===== src/rtl/fpu_pkg.sv =====
// Shared types and constants for the multi-cycle single-precision adder controller.
//   - state_e     : FSM state encoding
//   - fp_fields_t : unpacked view of an IEEE-754 single (sign, exponent, hidden-bit mantissa, zero flag)
//   - abs_diff    : absolute difference of two biased exponents
package fpu_pkg;

    localparam int unsigned WORD_W      = 32;
    localparam int unsigned EXP_W       = 8;
    localparam int unsigned FRAC_W      = 23;
    localparam int unsigned MANT_W      = 25;
    localparam int unsigned EXP_MAX     = 255;
    localparam int unsigned ALIGN_LIMIT = 25;

    // Internal exponent carries two spare bits so a carry past 255 stays visible.
    localparam int unsigned EXP_IW      = EXP_W + 2;
    // Alignment counter only ever holds values below ALIGN_LIMIT.
    localparam int unsigned CNT_W       = $clog2(ALIGN_LIMIT);

    typedef enum logic [2:0] {
        S_IDLE  = 3'd0,
        S_ALIGN = 3'd1,
        S_ADD   = 3'd2,
        S_NORM  = 3'd3,
        S_DONE  = 3'd4
    } state_e;

    typedef struct packed {
        logic              sign;
        logic [EXP_W-1:0]  exp;
        logic [MANT_W-1:0] mant;
        logic              zero;
    } fp_fields_t;

    function automatic logic [EXP_W-1:0] abs_diff(input logic [EXP_W-1:0] a,
                                                  input logic [EXP_W-1:0] b);
        return (a >= b) ? (a - b) : (b - a);
    endfunction

endpackage


===== src/rtl/fpu_unpack.sv =====
// Combinational field splitter for one IEEE-754 single-precision word.
// Ports:
//   word_i   : packed 32-bit operand
//   fields_o : sign, biased exponent, 25-bit mantissa {0,1,frac} and zero flag.
// An exponent field of zero is treated as exact zero: no hidden bit, mantissa cleared.
module fpu_unpack
    import fpu_pkg::*;
(
    input  logic [WORD_W-1:0] word_i,
    output fp_fields_t        fields_o
);

    logic exp_zero;

    assign exp_zero = (word_i[WORD_W-2 -: EXP_W] == '0);

    always_comb begin
        fields_o.sign = word_i[WORD_W-1];
        fields_o.exp  = word_i[WORD_W-2 -: EXP_W];
        fields_o.zero = exp_zero;
        fields_o.mant = exp_zero ? '0 : {1'b0, 1'b1, word_i[FRAC_W-1:0]};
    end

endmodule


===== src/rtl/fpu_add_ctrl.sv =====
// Multi-cycle single-precision adder controller: IDLE -> ALIGN -> ADD -> NORM -> DONE.
// Ports:
//   clk, reset        : clock, synchronous active-high reset
//   start, sub        : request pulse and subtract select, sampled only in IDLE
//   op_a, op_b        : IEEE-754 single operands
//   busy              : high in every state except IDLE
//   done              : one-cycle pulse, result/overflow valid
//   result, overflow  : packed result (truncated) and exponent saturation flag, held until next done
// Configuration macro FPU_SIGN_EN: when defined, operand signs and sub select the
// effective operation, the result takes the sign of the larger operand, and
// left normalization is enabled. When undefined the block is a pure magnitude adder.
module fpu_add_ctrl
    import fpu_pkg::*;
(
    input  logic              clk,
    input  logic              reset,
    input  logic              start,
    input  logic [WORD_W-1:0] op_a,
    input  logic [WORD_W-1:0] op_b,
    input  logic              sub,
    output logic              busy,
    output logic              done,
    output logic [WORD_W-1:0] result,
    output logic              overflow
);

    fp_fields_t fa;
    fp_fields_t fb;

    state_e              state_q, state_d;
    logic [MANT_W-1:0]   max_q, max_d;
    logic [MANT_W-1:0]   min_q, min_d;
    logic [MANT_W-1:0]   sum_q, sum_d;
    logic [EXP_IW-1:0]   exp_q, exp_d;
    logic [CNT_W-1:0]    cnt_q, cnt_d;
    logic                sign_q, sign_d;
    logic                eff_sub_q, eff_sub_d;
    logic                busy_q, busy_d;
    logic                done_q, done_d;
    logic [WORD_W-1:0]   result_q, result_d;
    logic                overflow_q, overflow_d;

    logic                a_larger_c;
    logic [EXP_W-1:0]    exp_diff_c;
    logic                far_c;
    logic                unused_c;

    fpu_unpack u_unpack_a (
        .word_i   (op_a),
        .fields_o (fa)
    );

    fpu_unpack u_unpack_b (
        .word_i   (op_b),
        .fields_o (fb)
    );

    // Magnitude ordering: exponent first, mantissa breaks ties; A wins on equality.
    assign a_larger_c = (fa.exp > fb.exp) ||
                        ((fa.exp == fb.exp) && (fa.mant >= fb.mant));
    assign exp_diff_c = abs_diff(fa.exp, fb.exp);
    // Beyond ALIGN_LIMIT the smaller operand would be shifted out entirely.
    assign far_c      = (exp_diff_c >= EXP_W'(ALIGN_LIMIT));

`ifdef FPU_SIGN_EN
    assign unused_c = ^{fa.zero, fb.zero};
`else
    assign unused_c = ^{fa.zero, fb.zero, fa.sign, fb.sign, sub};
`endif

    // State and datapath registers.
    always_ff @(posedge clk) begin
        if (reset) begin
            state_q    <= S_IDLE;
            max_q      <= '0;
            min_q      <= '0;
            sum_q      <= '0;
            exp_q      <= '0;
            cnt_q      <= '0;
            sign_q     <= 1'b0;
            eff_sub_q  <= 1'b0;
            busy_q     <= 1'b0;
            done_q     <= 1'b0;
            result_q   <= '0;
            overflow_q <= 1'b0;
        end else begin
            state_q    <= state_d;
            max_q      <= max_d;
            min_q      <= min_d;
            sum_q      <= sum_d;
            exp_q      <= exp_d;
            cnt_q      <= cnt_d;
            sign_q     <= sign_d;
            eff_sub_q  <= eff_sub_d;
            busy_q     <= busy_d;
            done_q     <= done_d;
            result_q   <= result_d;
            overflow_q <= overflow_d;
        end
    end

    // Next-state, datapath and output decode.
    always_comb begin
        state_d    = state_q;
        max_d      = max_q;
        min_d      = min_q;
        sum_d      = sum_q;
        exp_d      = exp_q;
        cnt_d      = cnt_q;
        sign_d     = sign_q;
        eff_sub_d  = eff_sub_q;
        result_d   = result_q;
        overflow_d = overflow_q;

        unique case (state_q)
            S_IDLE: begin
                if (start) begin
                    max_d   = a_larger_c ? fa.mant : fb.mant;
                    min_d   = far_c ? '0 : (a_larger_c ? fb.mant : fa.mant);
                    cnt_d   = far_c ? '0 : CNT_W'(exp_diff_c);
                    exp_d   = EXP_IW'(a_larger_c ? fa.exp : fb.exp);
`ifdef FPU_SIGN_EN
                    eff_sub_d = fa.sign ^ fb.sign ^ sub;
                    sign_d    = a_larger_c ? fa.sign : (fb.sign ^ sub);
`else
                    eff_sub_d = 1'b0;
                    sign_d    = 1'b0;
`endif
                    state_d = S_ALIGN;
                end
            end

            S_ALIGN: begin
                if (cnt_q != '0) begin
                    min_d = min_q >> 1;
                    cnt_d = cnt_q - CNT_W'(1);
                end else begin
                    state_d = S_ADD;
                end
            end

            S_ADD: begin
                // max >= min by construction, so subtraction never wraps.
                sum_d   = eff_sub_q ? (max_q - min_q) : (max_q + min_q);
                state_d = S_NORM;
            end

            S_NORM: begin
                if (sum_q == '0) begin
                    // Exact cancellation always yields +0.
                    exp_d      = '0;
                    result_d   = '0;
                    overflow_d = 1'b0;
                    state_d    = S_DONE;
                end else if (sum_q[MANT_W-1]) begin
                    sum_d = sum_q >> 1;
                    exp_d = exp_q + EXP_IW'(1);
                end
`ifdef FPU_SIGN_EN
                else if (!sum_q[FRAC_W]) begin
                    sum_d = sum_q << 1;
                    exp_d = exp_q - EXP_IW'(1);
                end
`endif
                else begin
                    state_d = S_DONE;
                    if (exp_q >= EXP_IW'(EXP_MAX)) begin
                        overflow_d = 1'b1;
                        result_d   = {sign_q, EXP_W'(EXP_MAX), FRAC_W'(0)};
                    end else begin
                        overflow_d = 1'b0;
                        result_d   = {sign_q, exp_q[EXP_W-1:0], sum_q[FRAC_W-1:0]};
                    end
                end
            end

            S_DONE: begin
                state_d = S_IDLE;
            end

            default: begin
                state_d = S_IDLE;
            end
        endcase

        // Status flags registered alongside the state they describe.
        busy_d = (state_d != S_IDLE);
        done_d = (state_d == S_DONE);
    end

    assign busy     = busy_q;
    assign done     = done_q;
    assign result   = result_q;
    assign overflow = overflow_q;

endmodule


===== config.mk =====
export PLATFORM = sky130hd
export DESIGN_NAME = fpu_add_ctrl
export DESIGN_NICKNAME = d
export VERILOG_FILES = /design/src/rtl/fpu_pkg.sv /design/src/rtl/fpu_unpack.sv /design/src/rtl/fpu_add_ctrl.sv
export SDC_FILE = /design/constraint.sdc
export NUM_CORES = 1
export LEC_CHECK = 0
export CORE_MARGIN = 8
export CORE_UTILIZATION = 40
export DETAILED_ROUTE_END_ITERATION = 10
export PLACE_DENSITY_LB_ADDON = 0.25
export SLEW_MARGIN = 20
export SYNTH_ARGS = -nofsm -noshare
export SYNTH_HDL_FRONTEND = slang
export SYNTH_SLANG_ARGS = --single-unit

===== constraint.sdc =====
create_clock -name clk -period 5 [get_ports clk]
set_clock_uncertainty 0.05 [all_clocks]
set_input_delay 1 -clock clk [delete_from_list [all_inputs] [get_ports clk]]
set_output_delay 1 -clock clk [all_outputs]
set_load 0.01 [all_outputs]

==> flow_summary.ini, run 1 <==
[yosys]
synth-seq-cells = 125
synth_seq_area_share = 0.3013
synthTopCellsByArea = dfxtp_1 30%, ha_1 9.8%, nor2_1 6.2%, nand2_1 5.4%, o21ai_0 5.4%
ys.flop_type = dfxtp_1
synth_compound_area_frac = 0.2879
synth_enable_flop_cells = 0
yosys.area_share.adder = 0.1052
synth.distinct_cells = 65
syn_area_per_cell_um2 = 7.523
synth_top_area_cell = dfxtp_1
netlist.area_leader.share = 0.3013
synthMuxAreaShare = 0.009641
syn_nets = 1240
netlist_area_um2 = 8305
synthXorXnorAreaFrac = 0.02742
yosys.area_share.simple = 0.2035
yosysMostFrequentCell = nor2_1
synth_top_family_by_area = compound AO/OA/AOI/OAI gates
syn_inst = 1104
netlist_top_cells_count = 137 x nor2_1, 125 x dfxtp_1, 120 x nand2_1
synthArstFlopShare = 0
ys.warnings.count = 0

[detailed_routing]
drt_iter0_markers = 499
vias = 8039
viasPerCell = 5.480
firstDrtPassIters = 6
finalWirelength_mm = 22.42
avgRoutedWirePerCell_um = 15.28
ant_nets = 0
route.detailed.drc = 0

[worst_setup_path]
worstPathArrival_ns = 4.80
ff2ff_setup_slack_ns = 1.69
worstReg2RegStart = sum_q[22]
worst_ep_required_time_ns = 5.21
reg2reg_depth = 7
cp-start-kind = input port
crit_fanout = 21
r2r-end = busy
worstSetupPathType = in -> reg
cp-end-kind = register

[floorplan]
ios = 103
fp-row-count = 52
core_area_um2 = 20300
die-width_um = 160.1
start_util = 0.4091
die_area_um2 = 25630
die_h_um = 160.1

[timing]
timing.hold.ws_ns = 0.3993
finalMaxSlewViolations = 0
finalHoldViolations = 0
post-route-period-util = 0.9165
setup_violations = 0
timing.slew.headroom = 0.3095
rsz0062_at_grt = false
finalSetupTns_ns = 0
tightest_slew_ns = 1.036
fmax_ghz = 0.2182
period_minus_slack_ns = 4.583

[clock_network]
hold_buffers = 0
htreeDepth = 4
clock_path_buffers = 2
cts_resized = 0
post_cts_buffers = 0
cts-root-buf = clkbuf_16
path_clk_slew_ns = 0.05
cts_tree = built
numCtsBuffers = 17
insertion_delay_ns = 0.42
cts_num_sinks = 125

[outcome]
status = complete, no violations

[cells_and_area]
final-instance-count-excl-fill = 1467
flow.area_growth_from_synthesis_pct = 23.95
drive_above_1_share = 0.07101
multi_input_area_um2 = 5281
n_antenna_cell = 0
ff_latch_area_um2 = 2502
fillers = 2030
final_nets = 1320
fin_area_um2 = 10290

[power_and_ir_drop]
swShare = 0.3925
seqPwrFrac = 0.320
irDropWorstVdd_v = 0.0002142
internal-power_mw = 2.911
pwr-share-clk = 0.268
power.share.combinational = 0.412
leakage_nw = 4.357
power.net_switching_mw = 1.881
power.density_nw_per_um2 = 465.4

[placed_design]
numPortBuffers = 98
hpwl_mm = 16.76
placed_cells = 1435
placedInstanceArea_um2 = 9674
gp_congestion = 0.8422

[global_route]
grt_pass1_wl_mm = 37.17
track_usage = 0.1726
grt_antenna_before_repair = 0
grt_max_degree = 97
grt_overflow_total = 0
grt_pass1_vias = 7301

[job]
cap_violations = 0

[worst_hold_path]
hold_start = result[28]
holdPathEnd = result[28]
hp-class = reg -> reg
holdPathStages = 2
==> per-stage QoR <==
stage                 util  power (mW)  setup WS [ns]
floorplan                -       2.946         0.8818
finish              0.5072       4.792         0.4175
global placement    0.4766       3.479        0.05474
global route        0.5072       5.161         0.1722
CTS                 0.5072       4.801         0.4330
detailed placement  0.4766       3.506        0.01592
==> final cells by class <==
cell class,instances,area share
inverter,57,0.02078
clock buffer,22,0.04703
sequential,125,0.2431
tap,270,0.03281
multi-input combinational,845,0.5130
clock inverter,10,0.01325
timing repair buffer,138,0.1300
==> layer usage <==
| layer | routed length (um) | global-route usage | vias to the layer above |
|---|---|---|---|
| li1 | - | - | 4173 |
| met1 | 11860 | 0.2609 | 3615 |
| met2 | 9039 | 0.2363 | 236 |
| met3 | 1276 | 0.03779 | 15 |
| met4 | 242 | 0.04800 | 0 |
| met5 | 0 | 0 | - |
==> registers in the layout, summed over array words and instances (netlist names) <==
signal,count
cnt_q,5
state_q,3
min_q,24
busy,1
done,1
sum_q,25
overflow,1
exp_q,10
max_q,24
result,31
==> worst max-delay path, stage by stage <==
cell	delay (ns)
clkdlybuf4s50_1	0.42
nor4_1	0.34
buf_4	0.18
nand2_1	0.05
buf_4	0.21
nand2_1	0.10
inv_1	0.05
ha_1	0.29
nand3_1	0.10
o21bai_1	0.17
a221o_1	0.32
a2111oi_0	0.43
o31a_2	0.23
buf_12	0.15
mux2i_1	0.36
o221ai_1	0.18
o21ai_0	0.13
nor2_1	0.05
==> placed cells by master (no fill, tap or decap), drive strengths merged, types with 11 or more instances in the layout <==
cell type and count:
ha 65, o211ai 12, o21ai 91, nor4 11, inv 57, and3 12, buf 41, a22oi 25
a211oi 34, a21o 26, a21oi 85, nand3 38, nor2 138, xnor2 17, clkdlybuf4s50 97, nand2 120
nor3 13, a221oi 32, clkbuf 22, dfxtp 125
==> logic make-up after synthesis <==
kind of cell	count (synthesis)
other	1
flip-flops	125
AND/OR/NAND/NOR	377
AO/OA/AOI/OAI	365
multiplexers	8
buffers and inverters	134
adder cells (fa/ha/maj)	68
XOR/XNOR	26
==> power groups by stage <==
| stage | combinational, mW | clock [mW] | sequential (mW) |
|---|---|---|---|
| floorplan | 1.49 | 0 | 1.45 |
| global placement | 1.94 | 0 | 1.54 |
| detailed placement | 1.96 | 0 | 1.54 |
| CTS | 1.98 | 1.30 | 1.52 |
| global route | 2.24 | 1.35 | 1.57 |
| finish | 1.98 | 1.28 | 1.53 |
==> worst max path at each step <==
stage / startpoint / end / slack (ns) / cells past startpoint
6_report: op_a[27] / exp_q[0] / 0.42 / 18
5_1_grt: op_a[27] / exp_q[0] / 0.17 / 18
4_1_cts: op_a[27] / min_q[15] / 0.43 / 17
3_5_place_dp: op_a[27] / min_q[15] / 0.02 / 17
3_3_place_gp: op_a[27] / exp_q[0] / 0.05 / 18
2_1_floorplan: op_a[23] / max_q[23] / 0.88 / 17
(Power assumes the default switching activity.)
==> run 2: changes to the inputs <==
--- a/config.mk
+++ b/config.mk
@@ -6,9 +6,10 @@
 export NUM_CORES = 1
 export LEC_CHECK = 0
 export CORE_MARGIN = 8
-export CORE_UTILIZATION = 40
+export CORE_UTILIZATION = 55
 export DETAILED_ROUTE_END_ITERATION = 10
 export PLACE_DENSITY_LB_ADDON = 0.25
+export SKIP_LAST_GASP = 1
 export SLEW_MARGIN = 20
 export SYNTH_ARGS = -nofsm -noshare
 export SYNTH_HDL_FRONTEND = slang
==> constraint.sdc (replaced) <==
create_clock -name clk -period 5.65 [get_ports clk]
set_clock_uncertainty 0.05 [all_clocks]
set_input_delay 1.13 -clock clk [delete_from_list [all_inputs] [get_ports clk]]
set_output_delay 1.13 -clock clk [all_outputs]
set_load 0.01 [all_outputs]
==> run 2 against run 1 <==
  * Sequential power fell by 12%
  * Critical endpoint is now min_q[11]
  * Die area fell by 25%
  * Worst hold slack barely moved
  * Core utilization rose by 16 points
  * Final area fell by 3.5%
  * Combinational power fell by 13%
  * Register-to-register slack improved by 0.58 ns
  * Worst setup slack improved by 0.33 ns
  * Sequential cell count did not move
  * Highest routed layer unchanged
  * First-iteration DRC count rose by 79%
==> flow_summary.ini, run 2 (synthesis gave the netlist of run 1 again) <==
[placed_design]
hpwl_mm = 15.85
numPortBuffers = 98
gp_congestion = 0.8926

[timing]
finalHoldViolations = 0
post-route-period-util = 0.8677
fmax_ghz = 0.2040
period_minus_slack_ns = 4.902
timing.slew.headroom = 0.3563
finalSetupTns_ns = 0
tightest_slew_ns = 0.9656
setup_violations = 0
rsz0062_at_grt = false
finalMaxSlewViolations = 0

[detailed_routing]
vias = 8092
finalWirelength_mm = 21.34
top_layer_used = met4
drt_iter0_markers = 893
ant_nets = 0
avgRoutedWirePerCell_um = 15.65
met1_length_mm = 10.69
wl_met3_mm = 1.393
met2_length_mm = 9.043
route.detailed.drc = 0
viasPerCell = 5.933
firstDrtPassIters = 6

[clock_network]
cts-root-buf = clkbuf_16
path_clk_slew_ns = 0.06
insertion_delay_ns = 0.42
clock_path_buffers = 2
htreeDepth = 4
cts_tree = built
numCtsBuffers = 17
post_cts_buffers = 0
cts_resized = 0
hold_buffers = 0
cts_num_sinks = 125

[floorplan]
core_area_um2 = 14980
start_util = 0.5546
ios = 103
die-width_um = 138.9
fp-row-count = 45
die_area_um2 = 19290
die_h_um = 138.9

[worst_setup_path]
worstPathArrival_ns = 5.15
worstReg2RegStart = sum_q[22]
r2r-end = busy
cp-end-kind = register
cp.buffers_inverters = 5
path_cells = clkdlybuf4s50_1, nor4_1, buf_4, nand2_1, buf_12, nand2_1, inv_1, ha_1, nand3_1, o21bai_1, a221o_1, a2111oi_0, o31a_2, buf_4, o21ai_0, a221oi_1, nor2_1
worstSetupPathType = in -> reg
cp_top_family = compound AO/OA/AOI/OAI gates
cp-start-kind = input port
ff2ff_setup_slack_ns = 2.27
crit_fanout = 27
reg2reg_depth = 7
critPathMaxStageDelay_ns = 0.47
startpoint = op_a[27]
slowest_stage = clkdlybuf4s50_1
worst_ep_required_time_ns = 5.90

[power_and_ir_drop]
power.net_switching_mw = 1.664
power.density_nw_per_um2 = 411.8
internal-power_mw = 2.428
seqPwrFrac = 0.330
irDropWorstVdd_v = 0.0002446
power.share.combinational = 0.421
swShare = 0.4067
pwr-share-clk = 0.249
finalPower_mw = 4.092
leakage_nw = 4.209

[worst_hold_path]
holdPathEnd = overflow
hp-class = reg -> reg
hold_start = overflow
holdPathStages = 2

[cells_and_area]
n_antenna_cell = 0
final_cell_mix = 137 x nor2_1, 125 x dfxtp_1, 120 x nand2_1
layout_commonest_cell = nor2_1
drive_above_1_share = 0.05527
final_nets = 1299
fillers = 1259
largest_reg_flops = 31
flow.area_growth_from_synthesis_pct = 19.64

[outcome]
status = complete, no violations

[global_route]
track_usage = 0.2206
grt_antenna_before_repair = 0
grt_overflow_total = 0
grt_max_degree = 53
grt_pass1_vias = 7459
grt_pass1_wl_mm = 36.09

[job]
cap_violations = 0
## run 2: cell type report
cell class | instances | area [um^2] | area share
clock inverters | 14 | 121.4 | 0.01221
repair buffers | 117 | 1144 | 0.1151
inverters | 57 | 214.0 | 0.02153
multi-input cells | 845 | 5281 | 0.5315
flip-flops and latches | 125 | 2502 | 0.2518
well taps | 188 | 235.2 | 0.02367
clock buffers | 18 | 439.2 | 0.04420
## run 2: through the flow
stage                 util  hold slack [ns]  std cells  cell area [um^2]  worst slack, ns
finish              0.6635           0.3990       1364              9937           0.7476
global route        0.6635           0.4221       1364              9937           0.3133
CTS                 0.6635           0.4036       1364              9937           0.8091
detailed placement  0.6261           0.3973       1332              9376           0.4014
global placement    0.6261           0.3890       1332              9376           0.4774
floorplan                -           0.4077       1104              8305            1.402
## run 2: power by group through the flow
stage,sequential [mW],combinational [mW],clock (mW)
after floorplan,1.29,1.32,0
after global placement,1.35,1.67,0
after detailed placement,1.36,1.68,0
after CTS,1.34,1.71,1.03
after global routing,1.38,1.94,1.07
final,1.35,1.72,1.02
## run 2: routing by layer
layer	GRT usage	up-vias
li1	-	4124
met1	0.3182	3679
met2	0.3226	271
met3	0.04475	18
met4	0.06470	0
met5	0	-
## run 2: how the worst max path moves through the flow
stage	endpoint	slack, ns	cells past startpoint
final	min_q[11]	0.75	17
after global routing	min_q[12]	0.31	17
after CTS	min_q[14]	0.81	17
after detailed placement	min_q[12]	0.40	17
after global placement	min_q[14]	0.48	17
after floorplan	max_q[23]	1.40	17
## run 2: worst register-to-register path: cells and delay by family (launching register included)
family,cells,cell delay [ns]
compound gates,2,0.76
flops,1,0.36
simple gates,5,2.08
==> run 3: changes to the inputs <==
--- a/config.mk
+++ b/config.mk
@@ -8,7 +8,9 @@
 export CORE_MARGIN = 8
 export CORE_UTILIZATION = 55
 export DETAILED_ROUTE_END_ITERATION = 10
+export HOLD_SLACK_MARGIN = 0.05
 export PLACE_DENSITY_LB_ADDON = 0.25
+export SKIP_CTS_REPAIR_TIMING = 1
 export SKIP_LAST_GASP = 1
 export SLEW_MARGIN = 20
 export SYNTH_ARGS = -nofsm -noshare
==> results of run 3 <==
The final DEF is identical to that of run 2; final timing and power are the same.
